**src/rtl/bus_responder.sv**
```systemverilog
// Far-end register-memory responder on the four-phase dual-rail bus.
// Optional illegal-code detection and sticky err port: define BUS_ILLEGAL_CHECK_EN.
module bus_responder #(
  parameter int unsigned INPUT  = 13,
  parameter int unsigned OUTPUT = 8,
  parameter int unsigned ADDR_W = 4
) (
  input  logic                    clk,
  input  logic                    reset,
  input  logic [INPUT-1:0][1:0]   in,
  output logic [OUTPUT-1:0][1:0]  out,
  output logic                    busy
`ifdef BUS_ILLEGAL_CHECK_EN
  ,
  output logic                    err
`endif
);

  localparam int unsigned DEPTH = 1 << ADDR_W;

  typedef enum logic [1:0] {IDLE, EXEC, RESP, RTZ} state_t;

  state_t                   state_q, state_d;
  logic [INPUT-1:0][1:0]    sync1_q, sync1_d;
  logic [INPUT-1:0][1:0]    sync2_q, sync2_d;
  logic [INPUT-1:0][1:0]    prev_q, prev_d;
  logic [1:0]               fill_q, fill_d;
  logic                     armed_q, armed_d;
  logic                     wr_q, wr_d;
  logic [ADDR_W-1:0]        addr_q, addr_d;
  logic [OUTPUT-1:0]        wdata_q, wdata_d;
  logic [OUTPUT-1:0][1:0]   out_q, out_d;
  logic [OUTPUT-1:0]        mem_q [DEPTH];
  logic [OUTPUT-1:0]        mem_d [DEPTH];
  logic [OUTPUT-1:0]        resp;

  logic all_valid, all_spacer, prev_spacer;
  logic primed, complete, empty;

  // Sample history only counts once every stage has been reloaded from the
  // live bus after reset; cleared flops would otherwise fake an empty bus.
  assign primed = (fill_q == 2'd3);

  always_comb begin
    all_valid   = 1'b1;
    all_spacer  = 1'b1;
    prev_spacer = 1'b1;
    for (int unsigned i = 0; i < INPUT; i++) begin
      if (sync2_q[i][1] == sync2_q[i][0]) all_valid = 1'b0;
      if (sync2_q[i] != 2'b00)            all_spacer = 1'b0;
      if (prev_q[i] != 2'b00)             prev_spacer = 1'b0;
    end
  end

  assign complete = primed && all_valid && (sync2_q == prev_q);
  assign empty    = primed && all_spacer && prev_spacer;

`ifdef BUS_ILLEGAL_CHECK_EN
  logic err_q, err_d;
  logic illegal;

  always_comb begin
    illegal = 1'b0;
    for (int unsigned i = 0; i < INPUT; i++) begin
      if (sync2_q[i] == 2'b11 && prev_q[i] == 2'b11) illegal = 1'b1;
    end
    illegal = illegal && primed;
  end

  assign err = err_q;
`endif

  always_comb begin
    state_d = state_q;
    sync1_d = in;
    sync2_d = sync1_q;
    prev_d  = sync2_q;
    fill_d  = primed ? fill_q : fill_q + 2'd1;
    armed_d = armed_q | empty;
    wr_d    = wr_q;
    addr_d  = addr_q;
    wdata_d = wdata_q;
    out_d   = out_q;
    mem_d   = mem_q;
    resp    = '0;
`ifdef BUS_ILLEGAL_CHECK_EN
    err_d = err_q | illegal;
    if (illegal && state_q == IDLE) armed_d = 1'b0;
`endif

    case (state_q)
      IDLE: begin
        out_d = '0;
        if (armed_q && complete) begin
          wr_d = sync2_q[0][1];
          for (int unsigned j = 0; j < ADDR_W; j++) addr_d[j] = sync2_q[1 + j][1];
          for (int unsigned j = 0; j < OUTPUT; j++) wdata_d[j] = sync2_q[ADDR_W + 1 + j][1];
          state_d = EXEC;
        end
      end
      EXEC: begin
        resp = wr_q ? wdata_q : mem_q[addr_q];
        if (wr_q) mem_d[addr_q] = wdata_q;
        for (int unsigned j = 0; j < OUTPUT; j++) out_d[j] = {resp[j], ~resp[j]};
        state_d = RESP;
      end
      RESP: begin
        if (empty) begin
          out_d   = '0;
          state_d = RTZ;
        end
      end
      RTZ: begin
        out_d   = '0;
        state_d = IDLE;
      end
      default: state_d = IDLE;
    endcase
  end

  always_ff @(posedge clk) begin
    if (reset) begin
      state_q <= IDLE;
      sync1_q <= '0;
      sync2_q <= '0;
      prev_q  <= '0;
      fill_q  <= '0;
      armed_q <= 1'b0;
      wr_q    <= 1'b0;
      addr_q  <= '0;
      wdata_q <= '0;
      out_q   <= '0;
      for (int unsigned k = 0; k < DEPTH; k++) mem_q[k] <= '0;
`ifdef BUS_ILLEGAL_CHECK_EN
      err_q   <= 1'b0;
`endif
    end else begin
      state_q <= state_d;
      sync1_q <= sync1_d;
      sync2_q <= sync2_d;
      prev_q  <= prev_d;
      fill_q  <= fill_d;
      armed_q <= armed_d;
      wr_q    <= wr_d;
      addr_q  <= addr_d;
      wdata_q <= wdata_d;
      out_q   <= out_d;
      mem_q   <= mem_d;
`ifdef BUS_ILLEGAL_CHECK_EN
      err_q   <= err_d;
`endif
    end
  end

  assign out  = out_q;
  assign busy = (state_q != IDLE);

endmodule

```
**config.mk**
```make
export PLATFORM = sky130hd
export DESIGN_NAME = bus_responder
export DESIGN_NICKNAME = d
export VERILOG_FILES = /design/src/rtl/bus_responder.sv
export SDC_FILE = /design/constraint.sdc
export NUM_CORES = 1
export LEC_CHECK = 0
export ABC_CLOCK_PERIOD_IN_PS = 1910
export CAP_MARGIN = 20
export CORE_MARGIN = 2
export CORE_UTILIZATION = 51
export CTS_CLUSTER_DIAMETER = 50
export CTS_CLUSTER_SIZE = 14
export DETAILED_ROUTE_END_ITERATION = 12
export PLACE_DENSITY = 0.84
export RECOVER_POWER = 25
export SLEW_MARGIN = 20
export SYNTH_ARGS = -nofsm -noshare
export SYNTH_HDL_FRONTEND = slang
export SYNTH_SLANG_ARGS = --single-unit
```
**constraint.sdc**
```tcl
create_clock -name clk -period 1.91 [get_ports clk]
set_input_delay 0.4775 -clock clk [delete_from_list [all_inputs] [get_ports clk]]
set_output_delay 0.4775 -clock clk [all_outputs]
set_load 0.03 [all_outputs]
```
* After elaboration in Yosys (flattened, before gate mapping)
Index checks and enable logic that the tools add are counted.
Word-level totals: register bits after elaboration 240, output and inout bits 17
Cells by class: add/sub/neg operators 1, $lt $le $gt $ge 2, eq/ne operators 20, mux-type cells 51, bitwise logic cells 10, reductions and logical operators 38
Operators by type and width (count):
- bitwise mux 128 bit | 1
- nonzero test 2 bit | 27
- case mux 16 bit (3 select lines) | 1
- two-way mux 1 bit | 39
- binary-select mux 8 bit (select 4 bit) | 1
- demux 8 bit (select 4 bit) | 1
- two-way mux 8 bit | 4
- equality test 26 bit | 1
- two-way mux 16 bit | 1
- equality test 1 bit | 13
- inverter 1 bit | 8
- case mux 2 bit (4 select lines) | 1
- equality test 2 bit (second input constant) | 3
- logical AND 1 bit | 6
- AND reduction 2 bit | 3
- >= comparator 5 bit (second input constant) | 1
- < comparator 5 x 1 -> 1 bit (second input constant) | 1
- inverter 4 -> 5 bit | 1
- two-way mux 2 bit | 2
- inequality test 2 bit (second input constant) | 2
- adder 2 x 1 -> 2 bit (second input constant) | 1
- equality test 2 x 1 -> 1 bit (second input constant) | 1
- logical NOT 2 bit | 1
- OR reduction 2 bit | 1
- OR 1 bit | 1

* Depth between registers and ports, before layout
word-level depth 19, mapped depth 9, depth with buffers taken out 8

* Worst setup path after synthesis
Ideal clock, no wire load.
kind reg2reg, start point reg sync2_q, in the netlist prev_d[21], end point reg addr_q[0], library setup time 128 ps, data arrival time 1987 ps, required time 1782 ps, setup slack -204 ps, stages on the path, launching flop included 10, path buffers 1, clock period less this slack 2114 ps, cell sequence dfxtp_1 inv_1 ha_1 nand3_1 or4_1 nor4_2 nand3_2 buf_6 mux2i_1 nor2_1
On the way: longest elaborated chain between the ends 8, elaborated cells between the ends (all ways) 9
RTL lines:
- from (decl) | line 25 | logic [INPUT-1:0][1:0] sync2_q, sync2_d;
- from (signal assigned) | line 140 | sync2_q <= sync2_d;
- equality test 1 bit | line 49 | if (sync2_q[i][1] == sync2_q[i][0]) all_valid = 1'b0;
- two-way mux 1 bit (3 in a row) | line 49
- logical AND 1 bit | line 55 | assign complete = primed && all_valid && (sync2_q == prev_q);
- logical AND 1 bit (*) | line 55
- logical AND 1 bit (*) | line 94 | if (armed_q && complete) begin
- AND reduction 2 bit (no source line) (*)
- to (signal assigned) | line 145 | addr_q <= addr_d;
- to (decl) | line 30 | logic [ADDR_W-1:0] addr_q, addr_d;
Mark *: on every way between the ends. The rest lies on a longest branch, timed or not. A chain may end at the register's enable or synchronous reset.

* Worst setup path after layout
start point reg sync2_q, in the netlist prev_d[20], end point reg addr_q[1]
The elaborated chain is that of the path after synthesis.

==> results.sh <==
export IMPL_hpwl_um=14800
export IMPL_rows=50
export IMPL_reg2reg_depth=9
export IMPL_cts_sinks=240
export IMPL_hold_class="in2reg"
export IMPL_instances_no_fill=1241
export IMPL_synth_fa_ha_area_share_pct=2.32
export IMPL_synth_area_leaders="dfxtp_1, mux2i_1, mux4_2"
export IMPL_arrival_ns=2.53
export IMPL_io_buffers=44
export IMPL_core_area_um2=18700
export IMPL_status="finished with violations"
export IMPL_grt_overflow_total=0
export IMPL_synth_top_family_by_area="multiplexers"
export IMPL_ys_warn_count=0
export IMPL_crit_chain="inv_2, ha_4, nand3_2, or4_4, nor4_4, nand3_2, buf_12, mux2i_1, nor2_1"
export IMPL_syn_area_um2=9690
export IMPL_synth_main_ff_cell="dfxtp_1"
export IMPL_grt_util_met1_pct=26.1
export IMPL_ios=45
export IMPL_hold_buffers=0
export IMPL_synth_net_count=941
export IMPL_post_route_util_pct=63.9
export IMPL_start_util_pct=51.8
export IMPL_final_setup_viol_count=31
export IMPL_async_flop_share_pct=0
export IMPL_via_per_inst=5.41
export IMPL_pwr_density_cell_nw_per_um2=812
export IMPL_h_tree_depth=1
export IMPL_syn_area_per_cell_um2=10.8
export IMPL_synth_cells=895
export IMPL_synth_top_area_share_pct=49.6
export IMPL_grt_busiest_layer="met2"
export IMPL_crit_path_start="prev_d[20]$_SDFF_PP0_"
export IMPL_drc=0
export IMPL_rsz0062_at_grt="yes"
export IMPL_synth_seq_cells=240
export IMPL_fin_crit_sh_pct=112
export IMPL_vias=6708
export IMPL_critPathMaxStageDelay_ns=0.55
export IMPL_cts_made_buffers=22
export IMPL_gp_congestion=0.917
export IMPL_grt_use_met2_pct=38.3
export IMPL_finClkSkew_ns=0.0196
export IMPL_rr_startpoint="prev_d[20]$_SDFF_PP0_"
export IMPL_drv_slew=0
export IMPL_synth_commonest_cells="dfxtp_1, nor2_1, mux2i_1, nor2b_1, clkbuf_1"
export IMPL_synth_yosys_seq_area_share_pct=49.6
export IMPL_grt_use_total_pct=21.7
export IMPL_critPathBufInv=2
export IMPL_dp_cells=1202
export IMPL_relSlewSlack_pct=45.3
export IMPL_routed_wl_um=22000
export IMPL_antenna_found_initial=0
export IMPL_grt_max_degree=84
export IMPL_fmax_mhz=466
export IMPL_post_drt_wl_per_cell_um=17.8
export IMPL_die_x_um=142
export IMPL_synthMuxAreaShare_pct=23.9
export IMPL_synthXorXnorAreaFrac_pct=2.44
export IMPL_synth_compound_area_share_pct=2.65
export IMPL_yosys_area_share_simple_pct=14.6
export IMPL_ant_nets=0
export IMPL_grt_pass1_wl_um=34600
export IMPL_dr_pass1_iters=4
export IMPL_critPathSlowestCell="or4_4"
export IMPL_synth_edff_count=0
export IMPL_crit_path_start_kind="register"
export IMPL_syn2layout_area_growth_pct=23.3
export IMPL_final_nets=1048
export IMPL_drive_above_1_share_pct=24.9
export IMPL_clk_latency_ns=0.51
export IMPL_clockBufferDepth=3
export IMPL_critPathTopFamily="simple AND/OR/NAND/NOR gates"
export IMPL_antennaDiodeCount=0
export IMPL_cp_end_kind="register"
export IMPL_use_met3_pct=3.27
export IMPL_power_mw=9.70
export IMPL_setup_ws_ns=-0.237
export IMPL_critPathMaxFanout=13
export IMPL_cp_depth=9
export IMPL_endpoint="addr_q[1]$_SDFFE_PP0P_"
export IMPL_synth_most_common_cell="dfxtp_1"
export IMPL_yosysUniqueCellTypes=40
export IMPL_crit_required_ns=2.29
export IMPL_max_cap_violations=0
export IMPL_critPathKind="reg2reg"
export IMPL_dieArea_um2=20100
export IMPL_finalCriticalPeriod_ns=2.15
export IMPL_r2r_end="addr_q[1]$_SDFFE_PP0P_"
export IMPL_cts_tree="yes"
export IMPL_clkTransAtPathRegs_ns=0.06
export IMPL_drt_iter0_drc=420
export IMPL_crit_top_cell="nand3_2"
export IMPL_hold_viol=0
export IMPL_pre_cts_ws_ns=-0.285
export IMPL_ff2ff_setup_slack_ns=-0.24
export IMPL_grt_pass1_vias=6743
export IMPL_die_h_um=142
export IMPL_worstMarginPinSlew_ns=0.819
export IMPL_power_leakage_nw=4.79
export IMPL_yosys_area_top_type="dfxtp_1"
export IMPL_violations="setup timing"
export IMPL_ir_worst_vdd_v=0.000616
export IMPL_cts_root_buf="clkbuf_16"
worst min path at each step:
stage / to / start / cells past startpoint
floorplan: prev_d[13]$_SDFF_PP0_ / sync1_q[13]$_SDFF_PP0_ / 1
detailed placement: prev_d[7]$_SDFF_PP0_ / sync1_q[7]$_SDFF_PP0_ / 1
finish: state_q[0]$_SDFFE_PP0P_ / reset / 3
global placement: prev_d[21]$_SDFF_PP0_ / sync1_q[21]$_SDFF_PP0_ / 1
global route: state_q[0]$_SDFFE_PP0P_ / reset / 3
CTS: state_q[0]$_SDFFE_PP0P_ / reset / 3
timing repair:
| item | 4_1_cts | 5_1_grt |
|---|---|---|
| endpoints found under the setup margin | 67 | 103 |
| pin swaps | 16 | 7 |
| buffers inserted | 4 | 6 |
| endpoints found under the hold margin | 0 | 0 |
| gates resized for setup | 51 | 28 |
area by class of cell:
class                      instances  area (µm²)
inverter                          30         113
clock inverter                     4        52.6
timing repair buffer             142        1390
multi-input combinational        566        4670
clock buffer                      25         593
fill                            1337        6760
tap                              234         293
sequential                       240        4840
registers in the layout (all words and copies together) (netlist names):
register	flops
prev_q	26
addr_q	4
mem_q	128
fill_q	2
prev_d	26
out	16
armed_q	1
state_q	2
wr_q	1
wdata_q	8
sync1_q	26
layout by cell type (no fill, tap or decap), types with 3 or more instances in the layout:
cell,synthesis,final
o21ai_2,0,8
nor2b_1,53,53
nor4_1,6,5
nand2b_1,7,7
o21ai_0,16,8
buf_6,11,3
mux4_2,32,32
buf_12,0,18
ha_1,18,5
nor2_1,174,174
nand2_1,14,13
dfxtp_4,0,3
clkbuf_16,0,23
a22oi_1,8,8
buf_4,2,79
inv_2,0,22
dlygate4sd2_1,0,16
nand4_1,13,13
xnor2_1,24,24
dfxtp_1,240,216
mux2i_1,159,157
inv_1,30,8
xor2_1,3,3
dfxtp_2,0,21
a22o_1,8,8
nor2_2,10,9
clkdlybuf4s50_1,0,26
ha_4,0,11
per-layer routing:
layer / part of all wire, % / wire length [µm]
met1: 40 / 8900
met2: 51 / 11200
met3: 4.1 / 914
met4: 4.6 / 1010
met5: 0 / 0
report_power, final:
| part | total, mW | switching [mW] | internal [mW] |
|---|---|---|---|
| combinational | 0.440 | 0.214 | 0.226 |
| clock | 4.13 | 1.80 | 2.33 |
| sequential | 5.12 | 0.0432 | 5.08 |
cell families after synthesis:
kind of cell | after synthesis
AOI/OAI and AO/OA | 36
xor gates and xnor gates | 27
adders and majority gates | 18
buffers and inverters | 89
DFF | 240
muxes | 191
and+or+nand+nor | 294
worst min-delay path: stages:
cell and delay, ns:
buf_6 0.14, nor2_1 0.06, o21a_1 0.09
through the flow:
stage               instance area, µm²  hold slack [ns]  setup TNS (ns)
detailed placement               11000            0.424           -6.88
floorplan                         9760            0.414           -1.69
CTS                              11800            0.305           -5.41
global placement                 11000            0.417           -5.47
global route                     12000            0.328           -7.72
finish                           12000            0.308           -4.40
No activity file was read; power rests on OpenSTA's default activity.
